===== src/rtl/ex_stage.sv =====
// Execute stage: single-cycle ALU ops plus a multi-cycle restoring divider
// that owns the HI/LO pair and holds the front of the pipeline while it runs.
module ex_stage #(
    parameter int unsigned DW   = 32,
    parameter int unsigned OPW  = 8,
    parameter int unsigned SELW = 3
) (
    input  logic            clk,
    input  logic            rst,
    input  logic            flush,
    input  logic [31:0]     pc_i,
    input  logic [OPW-1:0]  aluop_i,
    input  logic [SELW-1:0] alusel_i,
    input  logic [DW-1:0]   rdata1_i,
    input  logic [DW-1:0]   rdata2_i,
    input  logic [4:0]      rw_i,
    input  logic            wreg_i,
    output logic [31:0]     pc_o,
    output logic [4:0]      rw_o,
    output logic            wreg_o,
    output logic [DW-1:0]   wdata_o,
    output logic [DW-1:0]   hi_o,
    output logic [DW-1:0]   lo_o,
    output logic            stallreq
);

    localparam int unsigned SHW = $clog2(DW);
    localparam int unsigned CW  = $clog2(DW);

    localparam logic [OPW-1:0] OP_NOP  = OPW'(8'h00);
    localparam logic [OPW-1:0] OP_AND  = OPW'(8'h24);
    localparam logic [OPW-1:0] OP_OR   = OPW'(8'h25);
    localparam logic [OPW-1:0] OP_XOR  = OPW'(8'h26);
    localparam logic [OPW-1:0] OP_NOR  = OPW'(8'h27);
    localparam logic [OPW-1:0] OP_SLL  = OPW'(8'h7C);
    localparam logic [OPW-1:0] OP_SRL  = OPW'(8'h02);
    localparam logic [OPW-1:0] OP_SRA  = OPW'(8'h03);
    localparam logic [OPW-1:0] OP_ADDU = OPW'(8'h21);
    localparam logic [OPW-1:0] OP_SUBU = OPW'(8'h23);
    localparam logic [OPW-1:0] OP_SLT  = OPW'(8'h2A);
    localparam logic [OPW-1:0] OP_SLTU = OPW'(8'h2B);
    localparam logic [OPW-1:0] OP_DIV  = OPW'(8'h1A);
    localparam logic [OPW-1:0] OP_DIVU = OPW'(8'h1B);
    localparam logic [OPW-1:0] OP_MFHI = OPW'(8'h10);
    localparam logic [OPW-1:0] OP_MFLO = OPW'(8'h12);

    localparam logic [CW-1:0] CNT_LAST = CW'(DW - 1);

    typedef enum logic [1:0] {
        S_IDLE,
        S_RUN,
        S_DONE
    } state_t;

    state_t        state;
    logic [CW-1:0] cnt;
    logic [DW-1:0] quo;
    logic [DW:0]   rem;
    logic [DW-1:0] dvsr;
    logic          q_neg;
    logic          r_neg;

    logic          is_div;
    logic          a_neg;
    logic          b_neg;
    logic [DW-1:0] abs_a;
    logic [DW-1:0] abs_b;
    logic [DW:0]   rem_sh;
    logic          trial_ok;
    logic [SHW-1:0] shamt;

    // Result class is decided upstream and not needed here.
    logic unused_sel;
    assign unused_sel = ^alusel_i;

    assign pc_o   = pc_i;
    assign rw_o   = rw_i;
    assign wreg_o = wreg_i & ~stallreq & ~flush;
    assign shamt  = rdata1_i[SHW-1:0];

    // Operand conditioning for the divider: magnitudes for DIV, raw for DIVU.
    assign is_div = (aluop_i == OP_DIV) || (aluop_i == OP_DIVU);
    assign a_neg  = (aluop_i == OP_DIV) && rdata1_i[DW-1];
    assign b_neg  = (aluop_i == OP_DIV) && rdata2_i[DW-1];
    assign abs_a  = a_neg ? -rdata1_i : rdata1_i;
    assign abs_b  = b_neg ? -rdata2_i : rdata2_i;

    // One restoring step: shift in next dividend bit, trial subtract.
    assign rem_sh   = {rem[DW-1:0], quo[DW-1]};
    assign trial_ok = rem_sh >= {1'b0, dvsr};

    // Hold the front of the pipe on divide entry and while iterating.
    always_comb begin
        stallreq = 1'b0;
        if (!rst && !flush) begin
            if (state == S_RUN)
                stallreq = 1'b1;
            else if (state == S_IDLE && is_div)
                stallreq = 1'b1;
        end
    end

    // Single-cycle result mux; divides and unknown codes read as zero.
    always_comb begin
        wdata_o = '0;
        case (aluop_i)
            OP_AND:  wdata_o = rdata1_i & rdata2_i;
            OP_OR:   wdata_o = rdata1_i | rdata2_i;
            OP_XOR:  wdata_o = rdata1_i ^ rdata2_i;
            OP_NOR:  wdata_o = ~(rdata1_i | rdata2_i);
            OP_SLL:  wdata_o = rdata2_i << shamt;
            OP_SRL:  wdata_o = rdata2_i >> shamt;
            OP_SRA:  wdata_o = DW'($signed(rdata2_i) >>> shamt);
            OP_ADDU: wdata_o = rdata1_i + rdata2_i;
            OP_SUBU: wdata_o = rdata1_i - rdata2_i;
            OP_SLT:  wdata_o = DW'($signed(rdata1_i) < $signed(rdata2_i));
            OP_SLTU: wdata_o = DW'(rdata1_i < rdata2_i);
            OP_MFHI: wdata_o = hi_o;
            OP_MFLO: wdata_o = lo_o;
            OP_NOP, OP_DIV, OP_DIVU: wdata_o = '0;
            default: wdata_o = '0;
        endcase
    end

    // Divider FSM and HI/LO ownership; flush aborts without touching HI/LO.
    always_ff @(posedge clk) begin
        if (rst) begin
            state <= S_IDLE;
            cnt   <= '0;
            quo   <= '0;
            rem   <= '0;
            dvsr  <= '0;
            q_neg <= 1'b0;
            r_neg <= 1'b0;
            hi_o  <= '0;
            lo_o  <= '0;
        end else if (flush) begin
            state <= S_IDLE;
            cnt   <= '0;
        end else begin
            case (state)
                S_IDLE: begin
                    if (is_div) begin
                        cnt <= '0;
                        if (rdata2_i == '0) begin
                            // Divide by zero: fixed result, no sign fix-up.
                            quo   <= '1;
                            rem   <= {1'b0, rdata1_i};
                            q_neg <= 1'b0;
                            r_neg <= 1'b0;
                            state <= S_DONE;
                        end else begin
                            quo   <= abs_a;
                            rem   <= '0;
                            dvsr  <= abs_b;
                            q_neg <= a_neg ^ b_neg;
                            r_neg <= a_neg;
                            state <= S_RUN;
                        end
                    end
                end
                S_RUN: begin
                    quo <= {quo[DW-2:0], trial_ok};
                    rem <= trial_ok ? (rem_sh - {1'b0, dvsr}) : rem_sh;
                    cnt <= cnt + CW'(1);
                    if (cnt == CNT_LAST)
                        state <= S_DONE;
                end
                S_DONE: begin
                    lo_o  <= q_neg ? -quo : quo;
                    hi_o  <= r_neg ? -rem[DW-1:0] : rem[DW-1:0];
                    state <= S_IDLE;
                end
                default: state <= S_IDLE;
            endcase
        end
    end

endmodule

===== config.mk =====
export PLATFORM = sky130hd
export DESIGN_NAME = ex_stage
export DESIGN_NICKNAME = d
export VERILOG_FILES = /design/src/rtl/ex_stage.sv
export SDC_FILE = /design/constraint.sdc
export NUM_CORES = 1
export LEC_CHECK = 0
export BUFFER_PORTS_ARGS = -buffer_cell sky130_fd_sc_hd__buf_2
export CAP_MARGIN = 25
export CORE_ASPECT_RATIO = 1.1
export CORE_UTILIZATION = 40
export DETAILED_ROUTE_END_ITERATION = 16
export GPL_TIMING_DRIVEN = 0
export MAX_ROUTING_LAYER = met4
export RECOVER_POWER = 100
export REMOVE_ABC_BUFFERS = 1
export SETUP_SLACK_MARGIN = 0.02
export SLEW_MARGIN = 30
export SYNTH_ARGS = -nofsm -noshare
export SYNTH_HDL_FRONTEND = slang
export SYNTH_SLANG_ARGS = --single-unit

===== constraint.sdc =====
create_clock -name clk -period 12.4 [get_ports clk]
set_input_delay 2.48 -clock clk [delete_from_list [all_inputs] [get_ports clk]]
set_output_delay 2.48 -clock clk [all_outputs]
set_load 0.02 [all_outputs]

# Word level (Yosys, flattened, before mapping)
# Index checks and enable logic that the tools add are counted.
# classes
addsub	8
magnitude_cmp	3
n_eq_ne	20
shifts	3
mux	23
bitwise	10
n_reduce_logical	17
# op_table
op	n
$pmux W32 S13	1
$mux W32	9
$neg A32 Y32	4
$pmux W32 S2	2
$eq A8 B6 Y1 const B	8
$lt A32 B32 Y1	2
$sub A32 B32 Y32	2
$ge A33 B32 Y1	1
$add A32 B32 Y32	1
$and A32 B32 Y32	1
$eq A8 B5 Y1 const B	4
$logic_not A32 Y1	1
$not A32 Y32	1
$or A32 B32 Y32	1
$shl A32 B5 Y32	1
$shr A32 B5 Y32	1
$sshr A32 B5 Y32	1
$xor A32 B32 Y32	1
$eq A8 B2 Y1 const B	2
$pmux W5 S2	1
$eq A8 B7 Y1 const B	1
$mux W2	3
$reduce_and A2 Y1	3
$reduce_and A3 Y1	2
other kinds (19)	30
# word_totals
ff_bits	169
wordCells	93

# Logic depth before layout (Yosys ltp)
# depth
ltp_word	9
mapped_depth	15
ltp_nobuf	12

# Least setup slack after synthesis
# OpenSTA, ideal clock, no wires.
# synth_path
kind	in2out
startpoint	input rdata1_i[0]
endpoint	output wdata_o[10]
t_arrival_ps	6132
t_required_ps	9920
setup_slack_ps	3788
cell_stages	15
n_path_buf	3
cell_sequence	buf_2 buf_2 inv_2 buf_1 ha_1 fa_1 or2_2 a221oi_1 or2_2 a21oi_1 o311ai_0 a211o_1 a31oi_1 xnor2_1 a2111o_1
# synth_between
elab_chain_len	2
# synth_lines
item	line	source
from (decl)	14	input logic [DW-1:0] rdata1_i,
$sub A32 B32 Y32, or another cell as far along	115	OP_SUBU: wdata_o = rdata1_i - rdata2_i;
$pmux W32 S13 *	106	case (aluop_i)
to (decl)	21	output logic [DW-1:0] wdata_o,
# Every way passes the cells marked *; elsewhere a longest branch is shown, timed or not.

# Final worst setup path
# layout_path
startpoint	input rdata1_i[0]
endpoint	output wdata_o[0]
# layout_between
elab_chain_len	3
# layout_lines
item	line
parallel branches: the longest is 2 deep, another holds $sub A32 B32 Y32	-
$pmux W32 S13 *	106
# Every way passes the cells marked *.

==> impl_metrics.csv <==
group,metric,value,unit
status,outcome,"finished with violations",
status,violations,"capacitance limit, slew limit",
logic_synthesis,synth-async-reset-ratio,0,%
clock_tree,tritoncts,"built",
logic_synthesis,ys_seq_area_share,16.5,%
placement,post-place-cells,3472,
die,rows,86,
logic_synthesis,post-synth-top-area-cell,"dfxtp_1",
global_route,grt_max_degree,84,
clock_tree,ctsResizeCount,0,
routing,drc,0,
placement,gp_routability_congestion,0.967,
setup_path,cp_top_family,"compound AO/OA/AOI/OAI gates",
logic_synthesis,synth_top_cells_by_area,"dfxtp_1 (17%), ha_1 (8.4%), a21oi_1 (7.7%)",
timing,fin_setup_tns,0,ns
timing,period_share,91.1,%
setup_path,reg2regPathDepth,5,
setup_path,required,9.92,ns
hold_path,worst_hold_path_type,"reg -> reg",
final_layout,drive_gt1_share,8.26,%
hold_path,hold_start,"lo_o[28]",
timing,fin_crit,11.30,ns
power,irDropWorstVdd,0.0000993,V
setup_path,arrival,8.82,ns
routing,via_per_inst,6.56,
timing,maxSlewHeadroom,-173,%
timing,clock-skew-final,0.0145,ns
setup_path,worstSetupPathType,"in -> out",
die,core_area,0.0504,mm²
logic_synthesis,yosysTopAreaCellShare,16.5,%
final_layout,ff_latch_area,0.00339,mm²
timing,hold_violations,0,
final_layout,fin_nets,3087,
routing,vias,23000,
setup_path,critical_path.cell_chain,"clkbuf_1 > buf_16 > inv_2 > ha_1 > fa_1 > or2_2 > a221oi_1 > a21oi_1 > a21oi_1 > o311a_1 > a21o_1 > a21oi_1 > o21ai_0 > o2111ai_1 > clkbuf_1",
setup_path,cp-start-kind,"input port",
power,clkPwrFrac,34.3,%
routing,wl_per_cell,27.6,µm
power,intPower,1060,µW
logic_synthesis,yosys_warnings,0,
clock_tree,cts_setup_buffers,0,
power,p_sw_share,36.5,%
routing,antenna_left,0,
clock_tree,clk_latency,0.45,ns
logic_synthesis,synth.distinct_cells,89,
logic_synthesis,synth_area,0.0205,mm²
hold_path,min_to,"lo_o[28]",
final_layout,fillers,5309,
routing,drt_pass1_iterations,7,
placement,io_buffers,173,
timing,drv_slew,414,
setup_path,crit_top_cell,"a21oi_1",
timing,max_freq,88.5,MHz
power,pwr-share-seq,32.6,%
clock_tree,cts_sinks,169,
power,pwr-share-comb,33.0,%
flow_run,maxCapViolCount,9,
logic_synthesis,synth_cells,2868,
logic_synthesis,synth_most_common_cell,"a21oi_1",
global_route,first_global_vias,21300,
timing,fin_hold_ws,0.473,ns
clock_tree,cts_root_buf,"clkbuf_16",
clock_tree,numCtsBuffers,17,
die,initial_utilization,40.7,%
global_route,grt_use_total,37.1,%
final_layout,instances_no_fill,3505,
setup_path,slowest_stage,"clkbuf_1",
hold_path,holdPathStages,2,
setup_path,cp-end-kind,"output port",
routing,drt_iter0_markers,2624,
setup_path,cpPeakStageDelay,1.49,ns
die,ioPinCount,251,
setup_path,worst-path-buf-inv,4,
setup_path,critPathMaxFanout,33,
clock_tree,cts_max_path_buffers,2,
power,power.density,76.1,mW/mm²
setup_path,crit-reg2reg-launch,"state[0]",
setup_path,r2r_slack,7.58,ns
logic_synthesis,synth-edff-count,0,
clock_tree,cts_htree_levels,4,
logic_synthesis,synth_commonest_cells,"a21oi_1 (317), nor2_1 (304), nand2_1 (276)",
global_route,grt_pass1_wl,140000,µm
global_route,grt_antenna_before_repair,2,
global_route,grt_overflow,0,
power,power_leakage,0.00845,µW
setup_path,r2r-end,"lo_o[10]",
final_layout,final_core_util,43.7,%
die,chipWidth,218,µm
final_layout,synthToLayoutAreaGrowth,7.29,%
logic_synthesis,synth.avg_cell_area,7.15,µm²
timing,finalSetupViolCount,0,
logic_synthesis,synth_seq_cells,169,
placement,dp_hpwl,74200,µm
clock_tree,cts-hold-fix-buffers,0,
clock_tree,clkTransAtPathRegs,0.07,ns
timing,worst_pin_slew,4.09,ns
routing,drt-total-wl,96600,µm
final_layout,multi_input_area,0.0155,mm²
die,die_y,239,µm
logic_synthesis,ys.flop_type,"dfxtp_1",
timing,rsz0062_at_grt,"no",
die,dieArea,0.0522,mm²
power,power.switching,610,µW
how the worst max path moves through the flow:
stage	startpoint	cells past startpoint	to
finish	rdata1_i[0]	15	wdata_o[0]
global route	rdata1_i[0]	15	wdata_o[0]
CTS	rdata1_i[0]	14	wdata_o[25]
detailed placement	rdata1_i[0]	14	wdata_o[25]
global placement	aluop_i[1]	10	wdata_o[30]
floorplan	aluop_i[2]	9	wdata_o[30]
per-stage QoR:
stage	setup slack (ns)	instance area, µm²	total power (µW)
final	1.10	22000	1670
after global routing	1.05	22000	1740
after CTS	2.30	22200	1670
after detailed placement	2.35	21600	1100
after global placement	-1.99	21100	1090
after floorplan	3.34	19400	873
cells in the final DEF (no fill, tap or decap), drive strengths merged, types with 47 or more instances in the layout:
cell    count
nand3      58
clkbuf    121
xnor2     119
inv       153
buf       101
nor2      305
o21ai     176
dfxtp     169
a221oi     47
a21oi     317
ha        137
nand2     277
nor3       55
mux2i      79
a211oi    106
sequential cells by signal, summed over array words and instances (netlist names):
| register | count |
|---|---|
| dvsr | 32 |
| hi_o | 32 |
| lo_o | 32 |
| quo | 32 |
| rem | 32 |
| cnt | 5 |
| state | 2 |
| q_neg | 1 |
| r_neg | 1 |
routing by layer:
metal / share of wire, % / global-route usage (%) / vias to the layer above
li1: - / - / 10400
met1: 43 / 49.2 / 11200
met2: 44 / 56.5 / 1219
met3: 7.9 / 4.32 / 195
met4: 4.7 / 16.1 / 0
met5: 0 / - / -
power by group through the flow:
stage          sequential (µW)  combinational, µW  clock [µW]
2_1_floorplan              558                315           0
3_3_place_gp               558                531           0
3_5_place_dp               558                537           0
4_1_cts                    546                540         581
5_1_grt                    546                587         604
6_report                   546                553         574
cell families (layout without fill, tap and decap cells):
group / Yosys count / in the layout / synth area share (%)
flops: 169 / 169 / 16.5
mux: 134 / 134 / 9.07
compound gates: 968 / 968 / 30.7
other cells: 0 / 1 / 0
fa+ha+maj: 140 / 140 / 8.65
simple gates: 886 / 886 / 19.8
buf+inv: 410 / 386 / 8.32
xor+xnor: 161 / 161 / 6.88
cell type report:
class,count,area share (%)
antenna,1,0.0114
clock buffer,20,2.12
clock inverter,12,0.745
inverter,152,2.62
multi-input combinational,2289,70.3
sequential,169,15.4
tap,660,3.75
timing repair buffer,202,5.05
worst register-to-register path: cells and delay by family, from the launching register on:
family / cells / cell delay, ns
buffers and inverters: 1 / 1.94
AND/OR/NAND/NOR: 2 / 1.86
AO/OA/AOI/OAI: 2 / 0.61
flip-flops: 1 / 0.35
Power figures use the tool's default switching activity.
